**src/rtl/f_fetch_unit.sv**
```systemverilog
// f_fetch_unit: fetch-stage PC register plus F/D pipeline register.
// Issues one instruction-memory request at a time over req/gnt/rvalid and
// hands {D_PC, D_instr} to decode, holding the response in a local buffer
// while decode is stalled.
// Optional feature macro: F_ADDR_CHK_EN (misaligned fetch address raises
// D_exc, injects a nop into D and parks the unit in HALT until reset).
module f_fetch_unit #(
   parameter logic [31:0] RESET_PC = 32'h0000_3000
) (
   input  logic        clk,
   input  logic        reset_n,
   input  logic [31:0] D_NPC,
   input  logic        D_stall,
   output logic        imem_req,
   output logic [31:0] imem_addr,
   input  logic        imem_gnt,
   input  logic        imem_rvalid,
   input  logic [31:0] imem_rdata,
   output logic [31:0] F_PC,
   output logic [31:0] D_PC,
   output logic [31:0] D_instr,
   output logic        D_valid,
   output logic        D_fire,
   output logic        D_exc
);

   typedef enum logic [2:0] {
      S_IDLE,
      S_REQ,
      S_WAIT,
`ifdef F_ADDR_CHK_EN
      S_HALT,
`endif
      S_HOLD
   } state_t;

   // Decode-side register contents travel together on every load.
   typedef struct packed {
      logic [31:0] pc;
      logic [31:0] instr;
   } d_reg_t;

   state_t      state;
   logic [31:0] hold_q;     // response captured while decode was stalled
   logic        fire;       // normal D load this edge
   logic [31:0] fire_instr; // instruction word loaded on a normal fire
   logic        npc_ok;     // next PC may be requested from memory
   logic        rst_ok;     // reset PC may be requested from memory
   d_reg_t      d_next;

   // Address gating: with the check enabled a misaligned PC never reaches
   // memory; otherwise the low two bits are simply dropped.
`ifdef F_ADDR_CHK_EN
   logic        exc_fire;   // misaligned PC in REQ, injecting a nop
   assign npc_ok    = (D_NPC[1:0] == 2'b00);
   assign rst_ok    = (RESET_PC[1:0] == 2'b00);
   assign imem_addr = F_PC;
`else
   assign npc_ok    = 1'b1;
   assign rst_ok    = 1'b1;
   assign imem_addr = {F_PC[31:2], 2'b00};
   assign D_exc     = 1'b0;
`endif

   // Decide whether decode is loaded this edge and with which word.
   always_comb begin
      fire       = 1'b0;
      fire_instr = imem_rdata;
      case (state)
         S_WAIT: fire = imem_rvalid && !D_stall;
         S_HOLD: begin
            fire       = !D_stall;
            fire_instr = hold_q;
         end
         default: ;
      endcase
   end

`ifdef F_ADDR_CHK_EN
   // A misaligned PC sitting in REQ fires a nop once decode can take it.
   always_comb begin
      exc_fire = (state == S_REQ) && (F_PC[1:0] != 2'b00) && !D_stall;
   end
`endif

   assign d_next = '{pc: F_PC, instr: fire_instr};

   // Fetch FSM, PC register and F/D register with registered outputs.
`ifdef F_ADDR_CHK_EN
   always_ff @(posedge clk or negedge reset_n) begin
      if (!reset_n) begin
         state    <= S_IDLE;
         F_PC     <= RESET_PC;
         D_PC     <= 32'h0;
         D_instr  <= 32'h0;
         D_valid  <= 1'b0;
         D_fire   <= 1'b0;
         D_exc    <= 1'b0;
         imem_req <= 1'b0;
         hold_q   <= 32'h0;
      end else begin
         D_fire <= 1'b0;
         case (state)
            S_IDLE: begin
               state    <= S_REQ;
               imem_req <= rst_ok;
            end
            S_REQ: begin
               // A stall never blocks issue, only the load into decode.
               if (exc_fire) begin
                  D_PC    <= F_PC;
                  D_instr <= 32'h0;
                  D_valid <= 1'b1;
                  D_fire  <= 1'b1;
                  D_exc   <= 1'b1;
                  state   <= S_HALT;
               end else if (imem_gnt && F_PC[1:0] == 2'b00) begin
                  imem_req <= 1'b0;
                  state    <= S_WAIT;
               end
            end
            S_WAIT: begin
               if (imem_rvalid && D_stall) begin
                  hold_q <= imem_rdata;
                  state  <= S_HOLD;
               end
            end
            S_HOLD: ;
            S_HALT: ;
            default: state <= S_IDLE;
         endcase
         if (fire) begin
            D_PC     <= d_next.pc;
            D_instr  <= d_next.instr;
            D_valid  <= 1'b1;
            D_fire   <= 1'b1;
            F_PC     <= D_NPC;
            imem_req <= npc_ok;
            state    <= S_REQ;
         end
      end
   end
`else
   always_ff @(posedge clk or negedge reset_n) begin
      if (!reset_n) begin
         state    <= S_IDLE;
         F_PC     <= RESET_PC;
         D_PC     <= 32'h0;
         D_instr  <= 32'h0;
         D_valid  <= 1'b0;
         D_fire   <= 1'b0;
         imem_req <= 1'b0;
         hold_q   <= 32'h0;
      end else begin
         D_fire <= 1'b0;
         case (state)
            S_IDLE: begin
               state    <= S_REQ;
               imem_req <= rst_ok;
            end
            S_REQ: begin
               // A stall never blocks issue, only the load into decode.
               if (imem_gnt) begin
                  imem_req <= 1'b0;
                  state    <= S_WAIT;
               end
            end
            S_WAIT: begin
               if (imem_rvalid && D_stall) begin
                  hold_q <= imem_rdata;
                  state  <= S_HOLD;
               end
            end
            S_HOLD: ;
            default: state <= S_IDLE;
         endcase
         if (fire) begin
            D_PC     <= d_next.pc;
            D_instr  <= d_next.instr;
            D_valid  <= 1'b1;
            D_fire   <= 1'b1;
            F_PC     <= D_NPC;
            imem_req <= npc_ok;
            state    <= S_REQ;
         end
      end
   end
`endif

endmodule

```
**config.mk**
```make
export PLATFORM = sky130hd
export DESIGN_NAME = f_fetch_unit
export DESIGN_NICKNAME = d
export VERILOG_FILES = /design/src/rtl/f_fetch_unit.sv
export SDC_FILE = /design/constraint.sdc
export NUM_CORES = 1
export LEC_CHECK = 0
export CAP_MARGIN = 20
export CELL_PAD_IN_SITES_DETAIL_PLACEMENT = 1
export CELL_PAD_IN_SITES_GLOBAL_PLACEMENT = 2
export CORE_ASPECT_RATIO = 0.8
export CORE_MARGIN = 2
export CORE_UTILIZATION = 30
export CTS_CLUSTER_DIAMETER = 80
export DETAILED_ROUTE_END_ITERATION = 12
export PLACE_DENSITY = 0.87
export SYNTH_ARGS = -nofsm -noshare
export SYNTH_HDL_FRONTEND = slang
export SYNTH_SLANG_ARGS = --single-unit
```
**constraint.sdc**
```tcl
create_clock -name clk -period 4.99 [get_ports clk]
set_input_delay 0.998 -clock clk [delete_from_list [all_inputs] [get_ports clk]]
set_output_delay 0.998 -clock clk [all_outputs]
set_load 0.05 [all_outputs]
```
==> impl_metrics.sql <==
INSERT INTO impl_metrics (metric_group, metric, value, unit) VALUES
('finish', 'num_antenna_cells', '0', ''),
('min_path', 'critical_hold_path_startpoint', 'D_valid$_DFFE_PN0P_', ''),
('status', 'run_status', 'complete, no violations', ''),
('place', 'placedInstanceArea', '0.00774', 'sq mm'),
('worst_setup_path', 'critical_path_arrival', '1.77', 'ns'),
('finish', 'stdcell_area', '0.00831', 'sq mm'),
('synth', 'syn-instance-count', '372', ''),
('synth', 'netlist_top_cells_area', 'sky130_fd_sc_hd__dfrtp_1 (57%), sky130_fd_sc_hd__mux2_2 (28%), sky130_fd_sc_hd__mux2_4 (4.7%)', ''),
('place', 'place.gp.congestion', '0.757', ''),
('run', 'drv.max_cap_violation_count', '0', ''),
('synth', 'proportion_of_netlist_area_held_by_the_largest_area_contributor', '0.568', ''),
('synth', 'yosys.area.top_type', 'sky130_fd_sc_hd__dfrtp_1', ''),
('global_routing', 'track_usage', '0.136', ''),
('finish', 'multiInputGateArea', '0.00208', 'sq mm'),
('clocking', 'ctsHtreeMaxLevel', '4', ''),
('synth', 'number_of_synthesized_flops_with_an_enable_pin', '0', ''),
('worst_setup_path', 'slowest_stage', 'sky130_fd_sc_hd__clkdlybuf4s50_1', ''),
('place', 'dp_hpwl', '9320', 'um'),
('sta', 'min_period_over_period', '0.555', ''),
('detailed_routing', 'number_of_search_and_repair_iterations_in_the_first_detailed_routing_pass', '3', ''),
('synth', 'avgSynthCellArea', '15.5', 'sq um'),
('worst_setup_path', 'endpoint_kind', 'primary output', ''),
('sta', 'max_transition_viols_final', '0', ''),
('global_routing', 'grt_max_degree', '101', ''),
('synth', 'yosysSeqAreaShare', '0.577', ''),
('clocking', 'worst_skew_pair.late_latency', '0.41', 'ns'),
('worst_setup_path', 'r2r_start', 'state[0]$_DFFE_PN0P_', ''),
('finish', 'seq_area', '0.00333', 'sq mm'),
('sta', 'finalSetupViolCount', '0', ''),
('sta', 'max-slew-margin-rel', '0.380', ''),
('clocking', 'max-clock-path-buffers', '2', ''),
('sta', 'period_needed', '2.77', 'ns'),
('clocking', 'cts_inserted_buffers', '17', ''),
('clocking', 'cts_tree', 'yes', ''),
('finish', 'drive_gt1_frac', '0.362', ''),
('place', 'number_of_buffers_inserted_by_port_buffering', '197', ''),
('clocking', 'buffer_cell_driving_the_clock_tree_root', 'sky130_fd_sc_hd__clkbuf_16', ''),
('min_path', 'min_path_type', 'reg -> reg', ''),
('synth', 'total_standard_cell_area_after_synthesis', '0.00577', 'sq mm'),
('synth', 'postSynth.asyncResetShare', '1.00', ''),
('clocking', 'clock_sinks', '133', ''),
('finish', 'nFillCells', '1930', ''),
('synth', 'yosys_warnings', '0', ''),
('floorplan', 'start_util', '0.305', ''),
('synth', 'postSynthRegisterBits', '133', ''),
('worst_setup_path', 'worst_path_dominant_cell_family', 'buffers and inverters', ''),
('clocking', 'worst_setup_hold_path_clk_slew', '0.06', 'ns'),
('detailed_routing', 'antenna_violating_nets_left', '0', ''),
('clocking', 'post-cts-setup-buffer-count', '0', ''),
('worst_setup_path', 'cp_slowest_stage_delay', '0.81', 'ns'),
('global_routing', 'grt-ovfl-total', '0', ''),
('synth', 'synth_ff_type', 'sky130_fd_sc_hd__dfrtp_1', ''),
('global_routing', 'via_count_of_the_first_global_routing_pass', '4005', ''),
('worst_setup_path', 'cp_max_fo', '4', ''),
('sta', 'clock-skew-final', '0.00649', 'ns'),
('detailed_routing', 'dr_total_vias', '3565', ''),
('worst_setup_path', 'timing.critical_path.from', 'F_PC[12]$_DFFE_PN1P_', ''),
('sta', 'max_slew.worst_pin.slew', '0.930', 'ns'),
('clocking', 'post_cts_resized', '0', ''),
('sta', 'max_freq', '0.361', 'GHz'),
('finish', 'area_delta_synth_final', '44.0', '%'),
('worst_setup_path', 'critical_path.n_buffers_inverters', '1', ''),
('worst_setup_path', 'cp.required', '3.99', 'ns'),
('floorplan', 'core-area', '0.0189', 'sq mm'),
('floorplan', 'overall_die_area', '0.0204', 'sq mm'),
('sta', 'unrepaired_setup_endpoints_after_global_routing', 'no', ''),
('worst_setup_path', 'timing.setup.critical_path_class', 'reg -> out', ''),
('floorplan', 'die_x', '159', 'um'),
('global_routing', 'antenna_found_initial', '0', ''),
('detailed_routing', 'drt_wl_cell', '16.3', 'um'),
('synth', 'synth_cell_type_count', '25', '');
-- final cells by class --
type                       instances  share of cell area
clock inverter                    11              0.0125
multi-input combinational        186               0.250
inverter                           5             0.00226
timing repair buffer             200               0.240
sequential                       133               0.401
tap                              258              0.0388
clock buffer                      21              0.0554
-- cell usage in the layout (no fill, tap or decap), drive strengths merged, types with 2 or more instances in the layout --
master	synthesis	layout
mux2	160	160
nand3	2	2
clkinvlp	0	5
inv	5	6
ha	5	5
nand2b	2	2
dfrtp	131	131
buf	50	4
conb	1	3
clkinv	0	4
nor2	2	2
clkbuf	0	21
o21ai	2	2
clkdlybuf4s50	0	196
dfstp	2	2
-- metrics by stage --
step	hold WS (ns)	setup WS, ns	utilization	cells
final	0.468	2.22	0.439	814
after global routing	0.517	1.99	0.439	814
after CTS	0.472	2.17	0.439	814
after floorplan	0.474	3.06	-	374
after detailed placement	0.461	1.89	0.409	782
after global placement	0.450	1.96	0.409	782
-- cell usage after synthesis (2+ instances only) --
master / n
sky130_fd_sc_hd__mux2_4: 18
sky130_fd_sc_hd__dfrtp_1: 131
sky130_fd_sc_hd__dfstp_2: 2
sky130_fd_sc_hd__o21ai_0: 2
sky130_fd_sc_hd__inv_1: 5
sky130_fd_sc_hd__buf_2: 13
sky130_fd_sc_hd__buf_6: 4
sky130_fd_sc_hd__ha_1: 5
sky130_fd_sc_hd__buf_4: 33
sky130_fd_sc_hd__nand3_1: 2
sky130_fd_sc_hd__mux2_2: 142
sky130_fd_sc_hd__nand2b_1: 2
-- per-layer routing --
metal | up-vias | global-route usage | wire (um)
li1 | 1619 | - | -
met1 | 1832 | 0.157 | 5450
met2 | 103 | 0.233 | 6780
met3 | 11 | 0.0485 | 862
met4 | 0 | 0.0492 | 189
met5 | - | 0 | 0
-- sequential cells by signal (all words and copies together) (netlist names) --
| name | cells |
|---|---|
| D_instr | 32 |
| hold_q | 32 |
| D_fire | 1 |
| imem_req | 1 |
| D_valid | 1 |
| D_PC | 32 |
| state | 2 |
| F_PC | 32 |
-- worst paths after layout --
kind | end | slack, ns | cells past startpoint
max reg2reg | F_PC[6]$_DFFE_PN0P_ | 2.22 | 5
min in group asynchronous | D_instr[11]$_DFFE_PN0P_ | 0.65 | 1
min | D_valid$_DFFE_PN0P_ | 0.47 | 1
min reg2reg | D_valid$_DFFE_PN0P_ | 0.47 | 1
max in group asynchronous | hold_q[25]$_DFFE_PN0P_ | 3.21 | 2
max | imem_addr[12] | 2.22 | 1
-- cell families (layout without fill, tap and decap cells) --
kind of cell	Yosys count	count (layout)	synth area share
AOI/OAI and AO/OA	8	8	0.0104
muxes	161	161	0.326
DFF	133	133	0.577
adders and majority gates	5	5	0.0108
other	1	3	0.000650
buffers and inverters	55	237	0.0653
and+or+nand+nor	9	9	0.00976
Power is not shown: default switching activity piles up to over one toggle a cycle in this logic, so the estimate is an artifact.
